**src/rtl/peg_entry_ctrl_if.sv**
```systemverilog
// rtl/peg_entry_ctrl_if.sv - keypad, checker, drawer and guess-store signals of the peg entry controller
interface peg_entry_ctrl_if #(
  parameter int COLOR_W = 3
);
  logic [1:0]         key;
  logic [COLOR_W-1:0] color_in;
  logic               draw_done;
  logic               check_done;
  logic               win;
  logic [7:0]         fb_x;
  logic [COLOR_W-1:0] fb_color;
  logic [7:0]         x_out;
  logic [6:0]         y_out;
  logic [COLOR_W-1:0] color_out;
  logic               draw_req;
  logic               peg_we;
  logic [2:0]         peg_idx;
  logic               check_req;
  logic [3:0]         turn;
  logic               game_over;
  logic               win_out;

  // controller side
  modport master (
    input  key, color_in, draw_done, check_done, win, fb_x, fb_color,
    output x_out, y_out, color_out, draw_req, peg_we, peg_idx, check_req,
           turn, game_over, win_out
  );

  // keypad / checker / drawer side
  modport slave (
    output key, color_in, draw_done, check_done, win, fb_x, fb_color,
    input  x_out, y_out, color_out, draw_req, peg_we, peg_idx, check_req,
           turn, game_over, win_out
  );
endinterface

```
**src/rtl/peg_entry_ctrl.sv**
```systemverilog
// rtl/peg_entry_ctrl.sv - one Mastermind turn: peg entry/erase, feedback handshake, turn advance
module peg_entry_ctrl #(
  parameter int NUM_PEGS    = 4,
  parameter int NUM_TURNS   = 10,
  parameter int COLOR_W     = 3,
  parameter int X_START     = 38,
  parameter int X_STEP      = 16,
  parameter int Y_START     = 24,
  parameter int Y_STEP      = 6,
  parameter int BLANK_COLOR = 0
) (
  input logic             clk,
  input logic             reset,
  peg_entry_ctrl_if.master bus
);

  typedef enum logic [2:0] {
    S_ENTRY,
    S_PDRAW,
    S_CHECK,
    S_FBDRAW,
    S_NEXT,
    S_OVER
  } state_t;

  localparam logic [COLOR_W-1:0] BLANK    = COLOR_W'(BLANK_COLOR);
  localparam logic [3:0]         FULL_IDX = 4'(NUM_PEGS);
  localparam logic [3:0]         LAST_TRN = 4'(NUM_TURNS - 1);

  // Slot counter is one bit wider than the peg_idx port so a full row of 8 is representable.
  state_t             state;
  logic [1:0]         key_q;
  logic [3:0]         idx_q;
  logic               placing;
  logic [7:0]         x_q;
  logic [6:0]         y_q;
  logic [COLOR_W-1:0] color_q;
  logic               draw_req_q;
  logic               peg_we_q;
  logic               check_req_q;
  logic [3:0]         turn_q;
  logic               game_over_q;
  logic               win_q;
  logic               key_edge;

  function automatic logic [7:0] peg_x(input logic [3:0] idx);
    return 8'(X_START + int'(idx) * X_STEP);
  endfunction

  // An action fires only when the keypad leaves idle; holding a key never repeats.
  assign key_edge = (key_q == 2'b00) && (bus.key != 2'b00);

  // Turn sequencer: entry, peg draw, feedback check/draw, turn advance, game over.
  always_ff @(posedge clk) begin
    if (reset) begin
      state       <= S_ENTRY;
      key_q       <= 2'b00;
      idx_q       <= 4'd0;
      placing     <= 1'b0;
      x_q         <= 8'(X_START);
      color_q     <= '0;
      draw_req_q  <= 1'b0;
      peg_we_q    <= 1'b0;
      check_req_q <= 1'b0;
      turn_q      <= 4'd0;
      game_over_q <= 1'b0;
      win_q       <= 1'b0;
    end else begin
      key_q       <= bus.key;
      draw_req_q  <= 1'b0;
      peg_we_q    <= 1'b0;
      check_req_q <= 1'b0;
      case (state)
        S_ENTRY: begin
          if (key_edge) begin
            if (bus.key == 2'b01 && idx_q < FULL_IDX) begin
              color_q    <= bus.color_in;
              x_q        <= peg_x(idx_q);
              peg_we_q   <= 1'b1;
              draw_req_q <= 1'b1;
              placing    <= 1'b1;
              state      <= S_PDRAW;
            end else if (bus.key == 2'b10 && idx_q != 4'd0) begin
              idx_q      <= idx_q - 4'd1;
              color_q    <= BLANK;
              x_q        <= peg_x(idx_q - 4'd1);
              draw_req_q <= 1'b1;
              placing    <= 1'b0;
              state      <= S_PDRAW;
            end
          end
        end
        S_PDRAW: begin
          if (bus.draw_done) begin
            if (placing && (idx_q + 4'd1 == FULL_IDX)) begin
              idx_q       <= idx_q + 4'd1;
              check_req_q <= 1'b1;
              state       <= S_CHECK;
            end else begin
              if (placing) idx_q <= idx_q + 4'd1;
              state <= S_ENTRY;
            end
          end
        end
        S_CHECK: begin
          if (bus.check_done) begin
            win_q      <= bus.win;
            x_q        <= bus.fb_x;
            color_q    <= bus.fb_color;
            draw_req_q <= 1'b1;
            state      <= S_FBDRAW;
          end
        end
        S_FBDRAW: begin
          if (bus.draw_done) begin
            if (win_q || turn_q == LAST_TRN) begin
              game_over_q <= 1'b1;
              state       <= S_OVER;
            end else begin
              state <= S_NEXT;
            end
          end
        end
        S_NEXT: begin
          turn_q <= turn_q + 4'd1;
          idx_q  <= 4'd0;
          state  <= S_ENTRY;
        end
        S_OVER: begin
          game_over_q <= 1'b1;
        end
        default: state <= S_ENTRY;
      endcase
    end
  end

  // Row y coordinate follows the turn counter one cycle later.
  always_ff @(posedge clk) begin
    if (reset) y_q <= 7'(Y_START);
    else       y_q <= 7'(Y_START + int'(turn_q) * Y_STEP);
  end

  assign bus.x_out     = x_q;
  assign bus.y_out     = y_q;
  assign bus.color_out = color_q;
  assign bus.draw_req  = draw_req_q;
  assign bus.peg_we    = peg_we_q;
  assign bus.peg_idx   = idx_q[2:0];
  assign bus.check_req = check_req_q;
  assign bus.turn      = turn_q;
  assign bus.game_over = game_over_q;
  assign bus.win_out   = win_q;

endmodule

```
**src/flat_wrapper.sv**
```systemverilog
// flat-port wrapper written by rule: the top's interface ports become plain ports
module peg_entry_ctrl_flat 
#(
  parameter int NUM_PEGS    = 4,
  parameter int NUM_TURNS   = 10,
  parameter int COLOR_W     = 3,
  parameter int X_START     = 38,
  parameter int X_STEP      = 16,
  parameter int Y_START     = 24,
  parameter int Y_STEP      = 6,
  parameter int BLANK_COLOR = 0
)
  (clk, reset, bus_key, bus_color_in, bus_draw_done, bus_check_done, bus_win, bus_fb_x, bus_fb_color, bus_x_out, bus_y_out, bus_color_out, bus_draw_req, bus_peg_we, bus_peg_idx, bus_check_req, bus_turn, bus_game_over, bus_win_out);
  peg_entry_ctrl_if #(.COLOR_W(COLOR_W)) bus_i ();
  input logic clk;
  input logic reset;
  input wire logic [$bits(bus_i.key)-1:0] bus_key;
  input wire logic [$bits(bus_i.color_in)-1:0] bus_color_in;
  input wire logic [$bits(bus_i.draw_done)-1:0] bus_draw_done;
  input wire logic [$bits(bus_i.check_done)-1:0] bus_check_done;
  input wire logic [$bits(bus_i.win)-1:0] bus_win;
  input wire logic [$bits(bus_i.fb_x)-1:0] bus_fb_x;
  input wire logic [$bits(bus_i.fb_color)-1:0] bus_fb_color;
  output wire logic [$bits(bus_i.x_out)-1:0] bus_x_out;
  output wire logic [$bits(bus_i.y_out)-1:0] bus_y_out;
  output wire logic [$bits(bus_i.color_out)-1:0] bus_color_out;
  output wire logic [$bits(bus_i.draw_req)-1:0] bus_draw_req;
  output wire logic [$bits(bus_i.peg_we)-1:0] bus_peg_we;
  output wire logic [$bits(bus_i.peg_idx)-1:0] bus_peg_idx;
  output wire logic [$bits(bus_i.check_req)-1:0] bus_check_req;
  output wire logic [$bits(bus_i.turn)-1:0] bus_turn;
  output wire logic [$bits(bus_i.game_over)-1:0] bus_game_over;
  output wire logic [$bits(bus_i.win_out)-1:0] bus_win_out;
  assign bus_i.key = bus_key;
  assign bus_i.color_in = bus_color_in;
  assign bus_i.draw_done = bus_draw_done;
  assign bus_i.check_done = bus_check_done;
  assign bus_i.win = bus_win;
  assign bus_i.fb_x = bus_fb_x;
  assign bus_i.fb_color = bus_fb_color;
  assign bus_x_out = bus_i.x_out;
  assign bus_y_out = bus_i.y_out;
  assign bus_color_out = bus_i.color_out;
  assign bus_draw_req = bus_i.draw_req;
  assign bus_peg_we = bus_i.peg_we;
  assign bus_peg_idx = bus_i.peg_idx;
  assign bus_check_req = bus_i.check_req;
  assign bus_turn = bus_i.turn;
  assign bus_game_over = bus_i.game_over;
  assign bus_win_out = bus_i.win_out;
  peg_entry_ctrl #(.NUM_PEGS(NUM_PEGS), .NUM_TURNS(NUM_TURNS), .COLOR_W(COLOR_W), .X_START(X_START), .X_STEP(X_STEP), .Y_START(Y_START), .Y_STEP(Y_STEP), .BLANK_COLOR(BLANK_COLOR)) u_core (.clk(clk), .reset(reset), .bus(bus_i));
endmodule
```
**config.mk**
```make
export PLATFORM = sky130hd
export DESIGN_NAME = peg_entry_ctrl_flat
export DESIGN_NICKNAME = d
export VERILOG_FILES = /design/src/rtl/peg_entry_ctrl_if.sv /design/src/rtl/peg_entry_ctrl.sv /design/src/flat_wrapper.sv
export SDC_FILE = /design/constraint.sdc
export NUM_CORES = 1
export LEC_CHECK = 0
export CORE_MARGIN = 3
export CORE_UTILIZATION = 49
export CTS_CLUSTER_SIZE = 40
export DETAILED_ROUTE_END_ITERATION = 8
export GPL_ROUTABILITY_DRIVEN = 0
export PLACE_DENSITY = 0.92
export SLEW_MARGIN = 20
export SYNTH_ARGS = -nofsm -noshare
export SYNTH_HDL_FRONTEND = slang
export SYNTH_SLANG_ARGS = --single-unit
```
**constraint.sdc**
```tcl
create_clock -name clk -period 2.58 [get_ports clk]
set_clock_uncertainty 0.2 [all_clocks]
set_input_delay 0.387 -clock clk [delete_from_list [all_inputs] [get_ports clk]]
set_output_delay 0.387 -clock clk [all_outputs]
set_load 0.05 [all_outputs]
```
# ---- After elaboration in Yosys (flattened, before gate mapping)
# Index checks and enable logic that the tools add are counted.
dict set report totals {
  regBits 37
  latch_bits 0
  ram_bits 0
  rom_bits 0
  inputBits 21
  output_inout_bits 30
  wordCells 103
  mem_count 0
}
dict set report op_classes {
  n_addsub 6
  multipliers 1
  div_mod_pow 0
  magnitude_cmp 1
  n_eq_ne 18
  shifts 0
  mux 38
  bitwise 5
  n_reduce_logical 21
}
# op n
set ops {}
lappend ops {{two-way mux 8 bit} 4}
lappend ops {{two-way mux 3 bit} 10}
lappend ops {{two-way mux 4 bit} 6}
lappend ops {{adder 6 x 8 -> 8 bit, first input constant} 2}
lappend ops {{case mux 8 bit (2 select lines)} 1}
lappend ops {{case mux 3 bit (5 select lines)} 1}
lappend ops {{case mux 4 bit (3 select lines)} 1}
lappend ops {{AND reduction 6 bit} 2}
lappend ops {{two-way mux 1 bit} 11}
lappend ops {{adder 4 x 1 -> 4 bit, second input constant} 2}
lappend ops {{inequality test 2 bit, second input constant} 4}
lappend ops {{nonzero test 2 bit} 4}
lappend ops {{adder 6 x 7 -> 7 bit, first input constant} 1}
lappend ops {{equality test 3 x 2 -> 1 bit, second input constant} 2}
lappend ops {{equality test 3 bit, second input constant} 2}
lappend ops {{multiplier 4 x 2 -> 6 bit, second input constant} 1}
lappend ops {{inequality test 2 x 1 -> 1 bit, second input constant} 3}
lappend ops {{inequality test 3 x 1 -> 1 bit, second input constant} 2}
lappend ops {{case mux 3 bit (2 select lines)} 1}
lappend ops {{AND reduction 3 bit} 2}
lappend ops {{OR reduction 3 bit} 2}
lappend ops {{inverter 1 bit} 5}
lappend ops {{equality test 4 x 3 -> 1 bit, second input constant} 1}
lappend ops {{equality test 4 bit, second input constant} 1}
lappend ops {{15 further kinds} 19}

# ---- Depth between registers and ports, before layout
dict set report logic_depth {
  word_depth 6
  ltp_mapped 8
  depth_no_buf 8
}

# ---- Least setup slack after synthesis
# OpenSTA, ideal clock, no wires.
dict set report synth_timing {
  path_kind {register to register}
  start {register u_core.turn_q[0] (netlist: u_core.bus.turn[0])}
  end {register u_core.y_q[6] (netlist: u_core.bus.y_out[6])}
  setup_time_ns 0.116
  t_arrival_ns 2.069
  required_ns 2.264
  path_slack_ns 0.195
  path_stages_with_launch 7
  path_buffers 0
  period_less_slack_ns 2.385
  cell_sequence {dfxtp_1 -> ha_1 -> fa_1 -> xor2_1 -> and2_1 -> or3_1 -> and3b_1}
}
dict set report synth_via {
  elab_chain_len 2
}
# element line_no
set synth_rtl {}
lappend synth_rtl {{start: declaration} peg_entry_ctrl.sv:41} ;# logic [3:0] turn_q;
lappend synth_rtl {{start signal: assignment} peg_entry_ctrl.sv:125} ;# turn_q <= turn_q + 4'd1;
lappend synth_rtl {{multiplier 4 x 2 -> 6 bit} peg_entry_ctrl.sv:140} ;# else y_q <= 7'(Y_START + int'(turn_q) * Y_STEP);
lappend synth_rtl {{adder 6 x 7 -> 7 bit} peg_entry_ctrl.sv:140}
lappend synth_rtl {{end signal: assignment} peg_entry_ctrl.sv:139} ;# if (reset) y_q <= 7'(Y_START);
lappend synth_rtl {{end signal: assignment} peg_entry_ctrl.sv:140}
lappend synth_rtl {{end: declaration} peg_entry_ctrl.sv:36} ;# logic [6:0] y_q;
# No other way between the ends.
# A chain may end at the register's enable or synchronous reset.

# ---- Worst setup path in the final report
dict set report layout_timing {
  start {register u_core.idx_q[2]}
  end {output port bus_peg_idx[2]}
}
# element line_no
set layout_lines {}
lappend layout_lines {{start: declaration} peg_entry_ctrl.sv:33} ;# logic [3:0] idx_q;
lappend layout_lines {{start signal: assignment} peg_entry_ctrl.sv:84} ;# idx_q <= idx_q - 4'd1;
lappend layout_lines {{start signal: assignment} peg_entry_ctrl.sv:96} ;# idx_q <= idx_q + 4'd1;
lappend layout_lines {{start signal: assignment} peg_entry_ctrl.sv:100} ;# if (placing) idx_q <= idx_q + 4'd1;
lappend layout_lines {{end: declaration} flat_wrapper.sv:29} ;# output wire logic [$bits(bus_i.peg_idx)-1:0] bus_peg_idx;
# No word-level cell between the ends.

==> metrics.sh <==
AREA_DELTA_SYNTH_FINAL_PCT=33.4
POWER_FRAC_SEQ=0.379
NNETSFINAL=314
HPWL_UM=3200
DRC_ERRORS=0
SYNTH_EDF_COUNT=0
SETUP_SLACK_PS=161
TIMING.FMAX_MHz=413
P_INT_mW=1.11
GRT_USE_TOTAL=0.191
TIMING.HOLD.WORST.CLASS='flop to flop'
CRITPATHLAUNCHTYPE='flop'
POST_SYNTH_INSTANCE_AREA_UM2=1970
CORE-AREA_UM2=3770
CP_CELL_SEQUENCE='clkdlybuf4s50_1'
SYNTH_COMPOUND_AREA_FRAC=0.206
MAX_CAP_VIOL_COUNT=0
CP_TOP_FAMILY='buffers and inverters'
DIE_X_UM=69.4
FP.DIEAREA_UM2=4820
YS_DOMINANT_REG_CELL='sky130_fd_sc_hd__dfxtp_1'
CTS_MAX_PATH_BUFS=2
DETAILEDROUTE.FIRSTITERATIONVIOLATIONS=69
NUMCLOCKSINKS=36
CP_SLOWEST_CELL='sky130_fd_sc_hd__clkdlybuf4s50_1'
YOSYS_WARNINGS=0
POWER_LEAKAGE_nW=0.956
FINAL.PERIOD_UTILIZATION=0.938
SYNTH_TOP_FAMILY_BY_AREA='simple AND/OR/NAND/NOR gates'
SYNTH.AREA.MUX_SHARE=0.0102
CTS.HTREE.LEVELS=2
ANTENNA_VIOLATING_NETS_POST_ROUTE=0
MAXSLEWVIOLCOUNT=0
STD_CELL_ROWS=22
VERTICAL_EXTENT_OF_THE_DIE_UM=69.4
WORSTPATHARRIVAL_PS=1830
TOTAL_SWITCHING_POWER_mW=0.543
IR_DROP_uV=430
GRT_SETUP_UNREPAIRED='false'
FIN_CELLS=330
SYNTH-ADDER-AREA-SHARE=0.0801
SYNTHESIS.NETS=262
PERIOD_NEEDED_PS=2420
POWER_DENSITY_nW_PER_UM2=628
TRITONCTS.NUM_BUFFERS=5
PRE_CTS_SLACK_PS=-30.6
SYN_AVG_CELL_AREA_UM2=8.60
DR_TOTAL_VIAS=1774
MAXIMUM_NUMBER_OF_PINS_ON_ONE_NET_BEFORE_GLOBAL_ROUTE_REPAIR=27
TRITONCTS='done'
WL_PER_CELL_UM=13.4
WORST-PATH-BUF-INV=1
SEQ_AREA_FRAC_SYNTH=0.366
YOSYSTOPAREACELL='sky130_fd_sc_hd__dfxtp_1'
REPORT.FINAL.SETUP_VIOL=0
TIMING.SETUP.TNS_PS=0
POST_SYNTH_INST_COUNT=229
ROUTED_VIA_DENSITY=5.38
RUN_STATUS='finished, final reports clean'
INITIAL_CORE_UTIL=0.522
CLOCK_LATENCY_PS=300
SLOWEST_DELAY_PS=900
YS_FF_LATCH=36
YOSYSMOSTFREQUENTCELL='sky130_fd_sc_hd__dfxtp_1'
MULTI_INPUT_GATE_AREA_UM2=1120
PLACED_CELLS_INCL_TAPS=322
WORST-SLEW-PIN-TRANSITION_PS=516
FILL_CELLS=291
NUMBER_OF_ANTENNA_VIOLATIONS_AT_THE_FIRST_CHECK_IN_GLOBAL_ROUTING=0
NETLIST.AREA_LEADER.SHARE=0.366
CTS.ROOT.BUFFER_CELL='sky130_fd_sc_hd__clkbuf_8'
PATH_CLK_SLEW_PS=80
GLOBAL_ROUTE.OVERFLOW_TOTAL=0
DESIGN.PORTCOUNT=51
SEQUENTIAL_CELL_AREA_UM2=721
YS_TOP_CELLS_BY_COUNT='sky130_fd_sc_hd__dfxtp_1 (36), sky130_fd_sc_hd__nor2_1 (28), sky130_fd_sc_hd__a21oi_1 (15), sky130_fd_sc_hd__nand2_1 (15), sky130_fd_sc_hd__ha_1 (11)'
CRITICAL_PATH_PEAK_FANOUT=13
MAX_SLEW_MARGIN=0.655
GRT_FIRST_PASS_WIRELENGTH_UM=7620
SWSHARE=0.329
SYNTH.TOP_CELLS.BY_AREA='sky130_fd_sc_hd__dfxtp_1 (37%), sky130_fd_sc_hd__ha_1 (7.0%), sky130_fd_sc_hd__nor2_1 (5.3%)'
CTS_HOLD_BUFFERS=0
PORT-BUFFER-COUNT=49
POST_DP_CELL_AREA_UM2=2520
SYNTH_XOR_AREA_FRAC=0.0445
SYNTH.DISTINCT_CELLS=50
FINAL_DESIGN_AREA_NO_FILL_UM2=2630
FINAL_LAYOUT_SIZE_SUFFIX_GT1_FRAC=0.0957
ANTENNADIODECOUNT=0
TIMING.FINAL.HOLD_VIOLATIONS=0
GRT_PASS1_VIAS=1683
POWER.SHARE.CLOCK=0.302
SYNTHARSTFLOPSHARE=0
COMB_POWER_SHARE=0.319
ENDPOINT_KIND='output port'
PATH_CLASS='flop to output port'
POST-CTS-SETUP-BUFFER-COUNT=0
DRT-PASS1-ITER-COUNT=4
AREA_SHARE_OF_AND_OR_NAND_NOR_CELLS_AFTER_SYNTHESIS=0.226
CTSRESIZECOUNT=0
WL_UM=4430
CRIT_REQUIRED_PS=1990
==> stage by stage <==
step	utilization	total power, mW	hold WS (ps)
5_1_grt	0.697	1.73	304
2_1_floorplan	-	1.02	256
3_3_place_gp	0.667	1.14	252
6_report	0.697	1.65	283
3_5_place_dp	0.667	1.16	267
4_1_cts	0.697	1.65	293
==> final timing paths <==
check                                        start  slack (ps)                                to  cells past startpoint
hold reg to reg   u_core.bus.x_out[3]$_SDFFE_PP0P_         280  u_core.bus.x_out[3]$_SDFFE_PP0P_                      2
setup / recovery      u_core.idx_q[2]$_SDFFE_PP0P_         160                    bus_peg_idx[2]                      1
hold / removal    u_core.bus.x_out[3]$_SDFFE_PP0P_         280  u_core.bus.x_out[3]$_SDFFE_PP0P_                      2
setup reg to reg      u_core.idx_q[2]$_SDFFE_PP0P_         270  u_core.bus.x_out[6]$_SDFFE_PP0P_                      6
==> area by class of cell <==
class	count	area share
Timing Repair Buffer	60	0.218
Multi-Input combinational cell	167	0.427
Sequential cell	36	0.274
Clock inverter	3	0.0162
Inverter	11	0.0157
Clock buffer	5	0.0262
Tap cell	48	0.0229
==> logic make-up after synthesis <==
| logic type | count (synthesis) |
|---|---|
| AO/OA/AOI/OAI | 56 |
| adder cells (fa/ha/maj) | 12 |
| AND/OR/NAND/NOR | 86 |
| buffers and inverters | 26 |
| flip-flops | 36 |
| XOR/XNOR | 10 |
| multiplexers | 2 |
| other | 1 |
==> power groups by stage <==
stage          Sequential (mW)  Clock [mW]  Combinational, mW
2_1_floorplan            0.679           0              0.344
3_3_place_gp             0.637           0              0.508
3_5_place_dp             0.638           0              0.522
4_1_cts                  0.626       0.502              0.526
5_1_grt                  0.631       0.526              0.574
6_report                 0.626       0.498              0.526
==> cell usage in the layout, fill, tap and decap left out, types with 2 or more instances in the layout <==
master,Yosys,final
sky130_fd_sc_hd__clkdlybuf4s50_1,0,49
sky130_fd_sc_hd__dfxtp_1,36,36
sky130_fd_sc_hd__nor2_1,28,28
sky130_fd_sc_hd__nand2_1,15,15
sky130_fd_sc_hd__a21oi_1,15,15
sky130_fd_sc_hd__ha_1,11,11
sky130_fd_sc_hd__buf_4,4,11
sky130_fd_sc_hd__inv_1,9,9
sky130_fd_sc_hd__nor2b_1,9,9
sky130_fd_sc_hd__nand2b_1,9,9
sky130_fd_sc_hd__xnor2_1,8,8
sky130_fd_sc_hd__o21ai_0,8,8
sky130_fd_sc_hd__a211oi_1,7,7
sky130_fd_sc_hd__nor3_1,6,6
sky130_fd_sc_hd__nand3_1,6,6
sky130_fd_sc_hd__clkbuf_8,0,5
sky130_fd_sc_hd__o22ai_1,4,4
sky130_fd_sc_hd__a211oi_2,3,3
sky130_fd_sc_hd__a22oi_1,3,3
sky130_fd_sc_hd__mux2i_1,2,2
sky130_fd_sc_hd__xor2_1,2,2
sky130_fd_sc_hd__inv_2,2,2
sky130_fd_sc_hd__o21ai_1,2,2
sky130_fd_sc_hd__or3b_1,2,2
sky130_fd_sc_hd__a311oi_1,2,2
sky130_fd_sc_hd__a211o_1,2,2
==> per-layer routing <==
metal,wire (um),vias up,global-route usage
li1,-,903,-
met1,2020,806,0.234
met2,2070,58,0.307
met3,273,7,0.0696
met4,69,0,0.0716
met5,0,-,0
==> flip-flops by register name (all words and copies together) (netlist names) <==
signal and count:
u_core.bus.draw_req 1, u_core.bus.win_out 1, u_core.key_q 2, u_core.bus.color_out 3, u_core.idx_q 4, u_core.bus.x_out 8, u_core.bus.turn 4, u_core.bus.y_out 6
u_core.placing 1, u_core.bus.game_over 1, u_core.state 3, u_core.bus.check_req 1, u_core.bus.peg_we 1
Note: power is estimated with default switching activity, not from simulation.
